File: src/rtl/updown_seq_pkg.sv
// Shared types and widths for the up/down sequencer and its tick prescaler.
package updown_seq_pkg;

  localparam int PRESC_W = 25;
  localparam int CNT_W   = 3;

  typedef enum logic [2:0] {
    IDLE,
    UP,
    DWELL_TOP,
    DOWN,
    DWELL_BOT,
    DONE
  } state_e;

endpackage

File: src/rtl/tick_prescaler.sv
// Free-running 0..DIV-1 divider producing a one-cycle tick on the wrap edge;
// clr forces the count to zero and en freezes it.
module tick_prescaler
  import updown_seq_pkg::*;
#(
  parameter int DIV = 25000000
) (
  input  logic c,
  input  logic reset,
  input  logic clr,
  input  logic en,
  output logic tick
);

  localparam logic [PRESC_W-1:0] LAST = PRESC_W'(DIV - 1);

  logic [PRESC_W-1:0] cnt_q, cnt_d;

  always_comb begin
    cnt_d = cnt_q;
    tick  = 1'b0;
    if (clr) begin
      cnt_d = '0;
    end else if (en) begin
      if (cnt_q == LAST) begin
        cnt_d = '0;
        tick  = 1'b1;
      end else begin
        cnt_d = cnt_q + 1'b1;
      end
    end
  end

  always_ff @(posedge c or posedge reset) begin
    if (reset) cnt_q <= '0;
    else       cnt_q <= cnt_d;
  end

endmodule

File: src/rtl/updown_sequencer.sv
// Sequences out between latched lo/hi for CYCLES round trips with DWELL-tick pauses.
// Optional UDSEQ_SINGLE_STEP_EN adds a step input that issues one tick per rising edge while hold=1.
module updown_sequencer
  import updown_seq_pkg::*;
#(
  parameter int DIV    = 25000000,
  parameter int DWELL  = 2,
  parameter int CYCLES = 3
) (
  input  logic             c,
  input  logic             reset,
  input  logic             start,
  input  logic             stop,
  input  logic             hold,
`ifdef UDSEQ_SINGLE_STEP_EN
  input  logic             step,
`endif
  input  logic [CNT_W-1:0] lo,
  input  logic [CNT_W-1:0] hi,
  output logic [CNT_W-1:0] out,
  output logic             clk_out,
  output logic             dir,
  output logic             busy,
  output logic             done,
  output logic             err
);

  state_e             state_q, state_d;
  logic [CNT_W-1:0]   out_q, out_d, lo_q, lo_d, hi_q, hi_d;
  logic [3:0]         dwell_q, dwell_d, round_q, round_d;
  logic               clk_q, clk_d, dir_q, dir_d, busy_q, busy_d;
  logic               done_q, done_d, err_q, err_d;
  logic               presc_tick, tick, advance;

  tick_prescaler #(.DIV(DIV)) u_presc (
    .c    (c),
    .reset(reset),
    .clr  (state_q == IDLE),
    .en   (!hold),
    .tick (presc_tick)
  );

`ifdef UDSEQ_SINGLE_STEP_EN
  logic step_q;
  logic step_pulse;

  assign step_pulse = step & ~step_q;
  assign tick       = presc_tick | (hold & step_pulse);
  assign advance    = !hold || step_pulse;

  always_ff @(posedge c or posedge reset) begin
    if (reset) step_q <= 1'b0;
    else       step_q <= step;
  end
`else
  assign tick    = presc_tick;
  assign advance = !hold;
`endif

  always_comb begin
    state_d = state_q;
    out_d   = out_q;
    lo_d    = lo_q;
    hi_d    = hi_q;
    dwell_d = dwell_q;
    round_d = round_q;
    err_d   = err_q;
    // stop wins over hold and start; hold freezes everything unless a step tick arrives
    if (stop && state_q != IDLE) begin
      state_d = IDLE;
    end else if (advance) begin
      case (state_q)
        IDLE: begin
          if (start && !stop) begin
            if (lo < hi) begin
              lo_d    = lo;
              hi_d    = hi;
              out_d   = lo;
              dwell_d = '0;
              round_d = '0;
              err_d   = 1'b0;
              state_d = UP;
            end else begin
              err_d = 1'b1;
            end
          end
        end
        UP: begin
          if (tick) begin
            out_d = out_q + 1'b1;
            if (out_d == hi_q) begin
              dwell_d = '0;
              state_d = DWELL_TOP;
            end
          end
        end
        DWELL_TOP, DWELL_BOT: begin
          if (tick) begin
            if (dwell_q + 4'd1 == 4'(DWELL)) state_d = (state_q == DWELL_TOP) ? DOWN : UP;
            else                             dwell_d = dwell_q + 4'd1;
          end
        end
        DOWN: begin
          if (tick) begin
            out_d = out_q - 1'b1;
            if (out_d == lo_q) begin
              round_d = round_q + 4'd1;
              dwell_d = '0;
              state_d = (round_d == 4'(CYCLES)) ? DONE : DWELL_BOT;
            end
          end
        end
        DONE:    state_d = IDLE;
        default: state_d = IDLE;
      endcase
    end

    clk_d  = clk_q ^ tick;
    dir_d  = (state_d == UP) ? 1'b1 : (state_d == DOWN) ? 1'b0 : dir_q;
    busy_d = (state_d != IDLE);
    done_d = (state_d == DONE) && (state_q != DONE);
  end

  always_ff @(posedge c or posedge reset) begin
    if (reset) begin
      state_q <= IDLE;
      out_q   <= '0;
      lo_q    <= '0;
      hi_q    <= '0;
      dwell_q <= '0;
      round_q <= '0;
      clk_q   <= 1'b0;
      dir_q   <= 1'b1;
      busy_q  <= 1'b0;
      done_q  <= 1'b0;
      err_q   <= 1'b0;
    end else begin
      state_q <= state_d;
      out_q   <= out_d;
      lo_q    <= lo_d;
      hi_q    <= hi_d;
      dwell_q <= dwell_d;
      round_q <= round_d;
      clk_q   <= clk_d;
      dir_q   <= dir_d;
      busy_q  <= busy_d;
      done_q  <= done_d;
      err_q   <= err_d;
    end
  end

  assign out     = out_q;
  assign clk_out = clk_q;
  assign dir     = dir_q;
  assign busy    = busy_q;
  assign done    = done_q;
  assign err     = err_q;

endmodule
File: config.mk
export PLATFORM = sky130hd
export DESIGN_NAME = updown_sequencer
export DESIGN_NICKNAME = d
export VERILOG_FILES = /design/src/rtl/updown_seq_pkg.sv /design/src/rtl/tick_prescaler.sv /design/src/rtl/updown_sequencer.sv
export SDC_FILE = /design/constraint.sdc
export NUM_CORES = 1
export LEC_CHECK = 0
export ABC_AREA = 1
export CORE_AREA = 2 2 92 94
export CTS_CLUSTER_DIAMETER = 120
export DETAILED_ROUTE_END_ITERATION = 10
export DIE_AREA = 0 0 94 96
export PLACE_DENSITY = 0.53
export SYNTH_ARGS = -nofsm -noshare
export SYNTH_HDL_FRONTEND = slang
export SYNTH_SLANG_ARGS = --single-unit
File: constraint.sdc
create_clock -name c -period 2.3 [get_ports c]
set_clock_uncertainty 0.05 [all_clocks]
set_input_delay 0.46 -clock c [delete_from_list [all_inputs] [get_ports c]]
set_output_delay 0.46 -clock c [all_outputs]
set_load 0.01 [all_outputs]
Word level (Yosys, flattened, before mapping) --
Cells that the tools add are included. W data, S select, Z words.
Cells by class: add/subtract/negate cells 5, order comparisons 1, equal/unequal tests 22, muxes and demuxes 39, bitwise operators 3, reductions and logical operators 17
Operators by type and width (count):
- $mux W25 | 3
- $mux W3 | 14
- $mux W4 | 10
- $add A25 B1 Y25 const B | 1
- $eq A25 B25 Y1 const B | 1
- $ne A2 B2 Y1 const B | 8
- $pmux W4 S4 | 1
- $reduce_and A7 Y1 | 2
- $pmux W3 S4 | 1
- $reduce_and A11 Y1 | 1
- $eq A3 B2 Y1 const B | 3
- $pmux W3 S3 | 1
- $reduce_bool A3 Y1 | 3
- $add A4 B1 Y4 const B | 2
- $eq A4 B2 Y1 const B | 2
- $pmux W4 S2 | 1
- $mux W1 | 7
- $eq A3 B1 Y1 const B | 2
- $eq A3 B3 Y1 | 2
- $eq A3 B3 Y1 const B | 2
- $reduce_and A5 Y1 | 1
- $reduce_and A4 Y1 | 1
- $reduce_bool A2 Y1 | 2
- $reduce_bool A4 Y1 | 1
- 12 further kinds | 15
Storage, ports and cells: register bits 50, input port bits 11, output and inout port bits 8, logic and storage cells 99

Logic depth before layout (Yosys ltp) --
Gate-level depths: netlist (run 1).
depth after elaboration 11, depth in mapped cells 17, gate-level depth less buffers 17

By module --
A second synthesis (run 1) with hierarchy kept.
Second synthesis, totals: cell total of the unflattened synthesis 498, area, all modules 3417.0 µm²
By module, submodules not included:
- updown_sequencer | times used 1, cells each 234, area each 1719.1 µm², seq. area each 626.9 µm²
- tick_prescaler | times used 1, cells each 264, area each 1697.9 µm², seq. area each 625.6 µm²

Least setup slack after synthesis (run 1) --
OpenSTA, ideal clock, no wires.
path kind register to register, from reg out_q[0] (netlist: out[0]), to reg round_q[0], library setup time 0.133 ns, arrival 1.905 ns, data required time 2.117 ns, path slack 0.212 ns, stages on the path, launching flop included 13, buffers on the path 0, clock period less this slack 2.088 ns, path through dfrtp_1 -> inv_1 -> ha_1 -> nand2_1 -> inv_1 -> nor2_1 -> o21ai_0 -> nor2_1 -> nand3_1 -> nand2_1 -> o211ai_2 -> a21oi_1 -> a21oi_1
On the way: cells in the longest elaborated chain, start to end 4
RTL lines:
- from (decl) | line updown_sequencer.sv:29 | logic [CNT_W-1:0] out_q, out_d, lo_q, lo_d, hi_q, hi_d;
- from (signal assigned) | line updown_sequencer.sv:139 | out_q <= out_d;
- $sub A3 B1 Y3 | line updown_sequencer.sv:105 | out_d = out_q - 1'b1;
- $eq A3 B3 Y1 | line updown_sequencer.sv:106 | if (out_d == lo_q) begin
- $ne A2 B2 Y1 (no line)
- $reduce_and A7 Y1 (no line)
- to (signal assigned) | line updown_sequencer.sv:143 | round_q <= round_d;
- to (decl) | line updown_sequencer.sv:30 | logic [3:0] dwell_q, dwell_d, round_q, round_d;
Every way passes these cells. A chain may end at the register's enable or synchronous reset.

Worst setup path after layout (run 1) --
from in hi[2], to reg round_q[0]
On the way: cells in the longest elaborated chain, start to end 3
RTL lines:
- from (decl) | line updown_sequencer.sv:19 | input logic [CNT_W-1:0] hi,
- $lt A3 B3 Y1 | line updown_sequencer.sv:75 | if (lo < hi) begin
- $ne A2 B2 Y1 (no line)
- $reduce_and A7 Y1 (no line)
Every way passes these cells.

==> metrics.md, run 1 <==
| Metric | Value |
|---|---|
| Clock transition at path regs | 0.09 ns |
| Max Root-Sink Buffers | 2 |
| Largest net degree at the start of global routing | 29 |
| Dpl hpwl | 5630 um |
| Crit-path max FO | 8 |
| Sw Share | 40.7% |
| # port buffers | 18 |
| Vias in the first global route | 2673 |
| Post-synth EDFFs | 0 |
| Mapped Area | 3120 um^2 |
| Sw Pwr | 1290 uW |
| Area leader, netlist | dfrtp_1 |
| Power, Total | 3180 uW |
| Die Width | 94 um |
| Initial DRT Pass Iterations | 5 |
| Tmin final | 2.12 ns |
| Global-route wire length before repair | 13000 um |
| CP Class | primary input to flip-flop |
| Vias per std cell | 5.04 |
| Top achievable clock speed | 471 MHz |
| Arr. time, crit path | 2.26 ns |
| Worst EP required | 2.44 ns |
| TritonCTS clock tree | built |
| Ant diodes | 0 |
| Most common cell in the netlist | nand2_1 |
| Distinct cells, synth | 45 |
| Post-synth top cells | nand2_1 (91), dfrtp_1 (49), inv_1 (48) |
| CP startpoint kind | primary input |
| Clock sink count | 50 |
| H-tree levels | 2 |
| Gpl congestion | 0.836 |
| #FFs+latches synth | 50 |
| Hold Crit Class | flip-flop to flip-flop |
| Final Cycle Share | 92.3% |
| Outcome | finished, final reports clean |
| Die area | 9020 um^2 |
| # rows | 33 |
| Iter 0 DRT Violations | 207 |
| Initial antenna violation count | 0 |
| Starting Density | 38.8% |
| Final #Nets | 468 |
| Sequential share of the synthesized area | 40.1% |
| Reg power frac | 36.3% |
| Die height | 96 um |
| P&R area growth vs syn | 18.3% |
| Setup-failing EPs final | 0 |
| Root buf cell | clkbuf_8 |
| Core Footprint | 8050 um^2 |
| Clk_lat worst skew | 0.31 ns |
| Inst Count DP | 545 |
| WL per Instance | 13.0 um |
| Post-Syn Area per Cell | 7.65 um^2 |
| Synth area leaders | dfrtp_1 (39%), nand2_1 (11%), inv_1 (5.8%) |
| Tot GR Track Use | 18.1% |
| Clock power frac | 19.9% |
| IO Pins | 19 |
| Ratio of cells with drive above 1 in the final layout | 16.5% |
| Combinational fraction of design power | 43.8% |
| Max Slew Vio Count | 0 |
| Synth top area share | 39.3% |
| Ys async rst share | 100% |
| Hold Vio Cnt, Final | 0 |
| RSZ-0062 raised after global routing | yes |
| DRC violations left | 0 |
| Via count | 2792 |
| ANT nets after route | 0 |
| Max-cap check violation count | 0 |
| Post-Synthesis Cells | 408 |
| Ys flop type | dfrtp_1 |
| CP Capture Type | flip-flop |
| Routed Wire Length | 7230 um |
| Layout Cells excl Fill | 554 |
| P_int | 1880 uW |
| VDD IR max | 583 uV |
| Final hold slack | 0.426 ns |
| Total CTS buffers | 5 |
| Power Density | 860 nW/um^2 |
| Worst Tran Pin Value | 0.529 ns |
| P_leak | 0.00167 uW |
| YS warnings | 0 |
| Overflow after GRT | 0 |
| Synth Net Count | 428 |
| Slew headroom | 64.7% |
sequential cells by signal (all words and copies together) (netlist names):
| signal | cells |
|---|---|
| busy | 1 |
| dwell_q | 4 |
| u_presc.cnt_q | 25 |
| hi_q | 3 |
| round_q | 4 |
| lo_q | 3 |
| err | 1 |
| dir | 1 |
| state_q | 3 |
| out | 3 |
| done | 1 |
| clk_out | 1 |
worst paths after layout:
| kind | from | to | slack, ns | cells past startpoint |
|---|---|---|---|---|
| min in group asynchronous | reset | clk_out$_DFF_PP0_ | 0.46 | 2 |
| worst min register to register | dir$_DFFE_PP1P_ | dir$_DFFE_PP1P_ | 0.43 | 2 |
| max in group asynchronous | reset | u_presc.cnt_q[18]$_DFFE_PP0P_ | 1.22 | 3 |
| worst max-delay path | hi[2] | round_q[0]$_DFFE_PP0P_ | 0.18 | 11 |
| worst min-delay path | dir$_DFFE_PP1P_ | dir$_DFFE_PP1P_ | 0.43 | 2 |
| worst max register to register | out[0]$_DFFE_PP0P_ | dir$_DFFE_PP1P_ | 0.20 | 14 |
critical path, cell delays in order:
cell	delay, ns
clkdlybuf4s50_1	0.47
inv_1	0.05
ha_1	0.30
nand3_1	0.12
nand3_1	0.08
nand2_1	0.06
nand3_1	0.15
nor2_2	0.17
o211ai_2	0.19
a21oi_1	0.16
a21oi_1	0.05
placed cells by master, fill, tap and decap left out, types with 2 or more instances in the layout:
cell	instances
a21oi_1	19
nor3_2	2
nand3_2	2
nand2_2	7
nand3_1	30
inv_2	12
o21ai_1	6
o21ai_0	11
nor3_1	14
nor3b_1	2
inv_4	2
a211oi_1	3
ha_1	9
a221oi_1	2
nor3_4	2
nand2_1	91
nor2_2	7
nor2_4	4
clkbuf_8	5
a31oi_1	3
o31ai_1	3
o22ai_1	2
inv_1	47
o21a_1	2
nor2_1	36
xnor2_1	4
dfrtp_1	49
clkdlybuf4s50_1	18
nand4_1	15
buf_4	18
mux2i_1	2
cell type report:
type,instances,area [um^2]
sequential,50,1250
multi-input combinational,293,1630
clock inverter,2,38.8
inverter,61,234
timing repair buffer,37,335
clock buffer,6,72.6
tap,105,131
fill,817,4360
stage by stage:
stage | setup TNS, ns | utilization [%] | instance area (um^2) | setup slack, ns
after floorplan | 0 | - | 3120 | 0.212
after global placement | -0.667 | 44.3 | 3560 | -0.105
after detailed placement | -1.45 | 44.3 | 3560 | -0.175
after CTS | 0 | 45.7 | 3680 | 0.101
after global routing | -0.0840 | 45.9 | 3690 | -0.0218
final | 0 | 45.9 | 3690 | 0.177
routing by layer:
layer  track usage [%]  wire length, um  up-vias  share of wire [%]
li1                  -                -     1444                  -
met1              28.4             3910     1280                 54
met2              25.7             2880       61                 40
met3              2.82              360        7                5.0
met4              4.95               76        0                1.1
met5                 0                0        -                  0
repair_timing:
| action | in CTS | in global routing |
|---|---|---|
| setup endpoints to repair | 0 | 15 |
| resized for setup | 0 | 4 |
| buffers inserted | 0 | 1 |
| endpoints found under the hold margin | 0 | 0 |
| hold buffers | 0 | 0 |
logic make-up after synthesis:
| logic type | share of synthesized area [%] |
|---|---|
| buf+inv | 8.05 |
| simple gates | 33.6 |
| compound gates | 12.3 |
| mux | 1.00 |
| fa+ha+maj | 3.61 |
| xor+xnor | 1.40 |
| flops | 40.1 |
power by group through the flow:
stage / Sequential, uW / Combinational (uW) / Clock [uW]
CTS: 1150 / 1370 / 661
global route: 1180 / 1580 / 702
detailed placement: 1170 / 1360 / 0
finish: 1150 / 1390 / 633
floorplan: 1180 / 904 / 0
global placement: 1170 / 1340 / 0
No activity file was read; power rests on OpenSTA's default activity.
==> inputs of run 2 (changes only) <==
- GPL_TIMING_DRIVEN: unset -> 0
==> metrics.md, run 2 (synthesized netlist as in run 1, its figures left out) <==
| Metric | Value |
|---|---|
| Die height | 96 um (unchanged) |
| Most frequent cells in the layout | nand2_1 (89), dfrtp_1 (48), inv_1 (47) |
| Largest net degree at the start of global routing | 32 (+10%) |
| Vias per std cell | 5.08 (+0.82%) |
| Hold endpoint | clk_out$_DFF_PP0_ |
| Largest regs | u_presc.cnt_q: 25 flops, dwell_q: 4 flops, round_q: 4 flops |
| CP Capture Type | flip-flop |
| Clock transition at path regs | 0.09 ns (about the same) |
| Uppermost routed layer | met4 |
| Final Cycle Share | 93.6% (+1.3 points) |
| Max Slew Vio Count | 0 (unchanged) |
| Ratio of cells with drive above 1 in the final layout | 15.3% (-1.2 points) |
| FF-to-FF path depth | 11 (-3) |
| Met2 WL | 3010 um (+4.3%) |
| P&R area growth vs syn | 16.1% |
| Gpl congestion | 0.827 (-1.1%) |
| P_leak | 0.00162 uW (-2.8%) |
| TritonCTS clock tree | built |
| Tmin final | 2.15 ns (+0.0295 ns) |
| WL per Instance | 13.6 um (+4.2%) |
| Root buf cell | clkbuf_8 |
| Worst Tran Pin Value | 0.533 ns (+0.00458 ns) |
| Arr. time, crit path | 2.32 ns (+0.06 ns) |
| Min-delay src | clk_out$_DFF_PP0_ |
| ANT nets after route | 0 (unchanged) |
| VDD IR max | 503 uV (-14%) |
| Largest Register | u_presc.cnt_q |
| Top achievable clock speed | 465 MHz (-1.4%) |
| Worst Hold Path Cells | 1 (-1) |
| Crit Reg-Reg Startpoint | out[0]$_DFFE_PP0P_ |
| Fin area | 3620 um^2 (-1.9%) |
| Core Footprint | 8050 um^2 (unchanged) |
| CP Class | primary input to flip-flop |
| Leading cell type in the layout, fill and taps excluded | nand2_1 |
| Initial DRT Pass Iterations | 4 (-1) |
| Final #Nets | 458 (-2.1%) |
| Max Root-Sink Buffers | 2 (unchanged) |
| H-tree levels | 2 (unchanged) |
| Max-cap check violation count | 0 (unchanged) |
| Overflow after GRT | 0 (unchanged) |
| Via count | 2764 (-1.0%) |
| IO Pins | 19 (unchanged) |
| Vias in the first global route | 2557 (-4.3%) |
| Worst EP required | 2.47 ns (+0.03 ns) |
| Met1 Wirelength | 4020 um (+2.9%) |
| FF-to-FF setup slack | 0.15 ns (-0.05 ns) |
| Clock sink count | 50 (unchanged) |
| Global-route wire length before repair | 12700 um (-1.9%) |
| Total CTS buffers | 5 (unchanged) |
| Power Density | 862 nW/um^2 (+0.20%) |
| CTS hold repair buffers | 0 (unchanged) |
| Util after Layout | 45.0% (-0.87 points) |
| Die area | 9020 um^2 (unchanged) |
| Initial antenna violation count | 0 (unchanged) |
| Met3 wire length | 291 um (-19%) |
| Iter 0 DRT Violations | 148 (-29%) |
| Outcome | finished, final reports clean |
| Final worst setup slack | 0.148 ns (-0.0295 ns) |
| Slew headroom | 64.4% (-0.25 points) |
| # rows | 33 (unchanged) |
| Worst r2r dst | round_q[1]$_DFFE_PP0P_ |
| Hold Crit Class | flip-flop to flip-flop |
| Max reg flops | 25 (unchanged) |
| Ant diodes | 0 (unchanged) |
| FILL cells | 825 (+0.98%) |
| Placed Area | 3450 um^2 (-3.1%) |
| Setup-failing EPs final | 0 (unchanged) |
| CP startpoint kind | primary input |
| Tot GR Track Use | 17.9% (-0.21 points) |
| Clk_lat worst skew | 0.32 ns (about the same) |
| Pre-CTS setup slack | -0.290 ns (-0.115 ns) |
| Starting Density | 38.8% (unchanged) |
| Crit-path max FO | 8 (unchanged) |
| Routed Wire Length | 7400 um (+2.4%) |
| # port buffers | 18 (unchanged) |
| Die Width | 94 um (unchanged) |
| Dpl hpwl | 5660 um (+0.60%) |
| DRC violations left | 0 (unchanged) |
| Hold Vio Cnt, Final | 0 (unchanged) |
## run 2: layer usage
layer,vias to the layer above,track usage [%]
met5,-,0
met4,0,4.71
met3,6,2.90
met2,45,25.1
met1,1301,28.3
li1,1412,-
## run 2: cell type report
cell class | count | area, um^2 | share of cell area, %
Buffer | 4 | 17.5 | 0.483
Clock buffer | 6 | 72.6 | 2.00
Clock inverter | 2 | 15.0 | 0.414
Sequential cell | 50 | 1250 | 34.6
Inverter | 61 | 234 | 6.45
Multi-Input combinational cell | 293 | 1670 | 46.0
Timing Repair Buffer | 23 | 233 | 6.42
Tap cell | 105 | 131 | 3.62
## run 2: what timing repair did
item                                    in CTS  in global routing
setup buffers                                1                  3
gates resized for setup                      1                 13
endpoints found under the setup margin       9                 23
pin swaps                                    1                  3
## run 2: through the flow
stage / setup TNS [ns] / instances / total power, uW / hold slack, ns
6_report: 0 / 544 / 3120 / 0.423
3_3_place_gp: -32.28 / 531 / 2470 / 0.410
4_1_cts: 0 / 541 / 3060 / 0.430
5_1_grt: -0.0133 / 544 / 3380 / 0.462
2_1_floorplan: 0 / 408 / 2090 / 0.421
3_5_place_dp: -5.49 / 532 / 2480 / 0.409
## run 2: how the worst max path moves through the flow
stage                                             from                             to  slack [ns]  depth (start not counted)
after detailed placement                          hold  u_presc.cnt_q[14]$_DFFE_PP0P_       -0.29                          7
after CTS                           out[0]$_DFFE_PP0P_         round_q[1]$_DFFE_PP0P_        0.02                         11
after floorplan                     out[0]$_DFFE_PP0P_         round_q[0]$_DFFE_PP0P_        0.21                         12
final                                            hi[2]         round_q[1]$_DFFE_PP0P_        0.15                         10
after global placement                           reset  u_presc.cnt_q[19]$_DFFE_PP0P_       -0.55                          2
after global routing      u_presc.cnt_q[0]$_DFFE_PP0P_  u_presc.cnt_q[16]$_DFFE_PP0P_       -0.01                         10
## run 2: worst max-delay path, stage by stage
cell	delay (ns)
clkdlybuf4s50_1	0.48
inv_1	0.05
ha_1	0.28
nand3_1	0.10
nand3_1	0.07
nand2_1	0.06
nand3_1	0.13
nor2_1	0.20
o211ai_2	0.21
o31ai_1	0.27
## run 2: power by group
part	total (uW)	switching [uW]	leakage [uW]	internal, uW
registers	1170	126	0.000666	1040
clock network	544	328	0.0000374	215
logic	1410	883	0.000920	532
==> inputs of run 3 (changes only) <==
- CTS_CLUSTER_SIZE: unset -> 14
- GPL_TIMING_DRIVEN: 0 -> unset
==> results of run 3 <==
The final DEF is identical to that of run 1; final timing and power are the same.
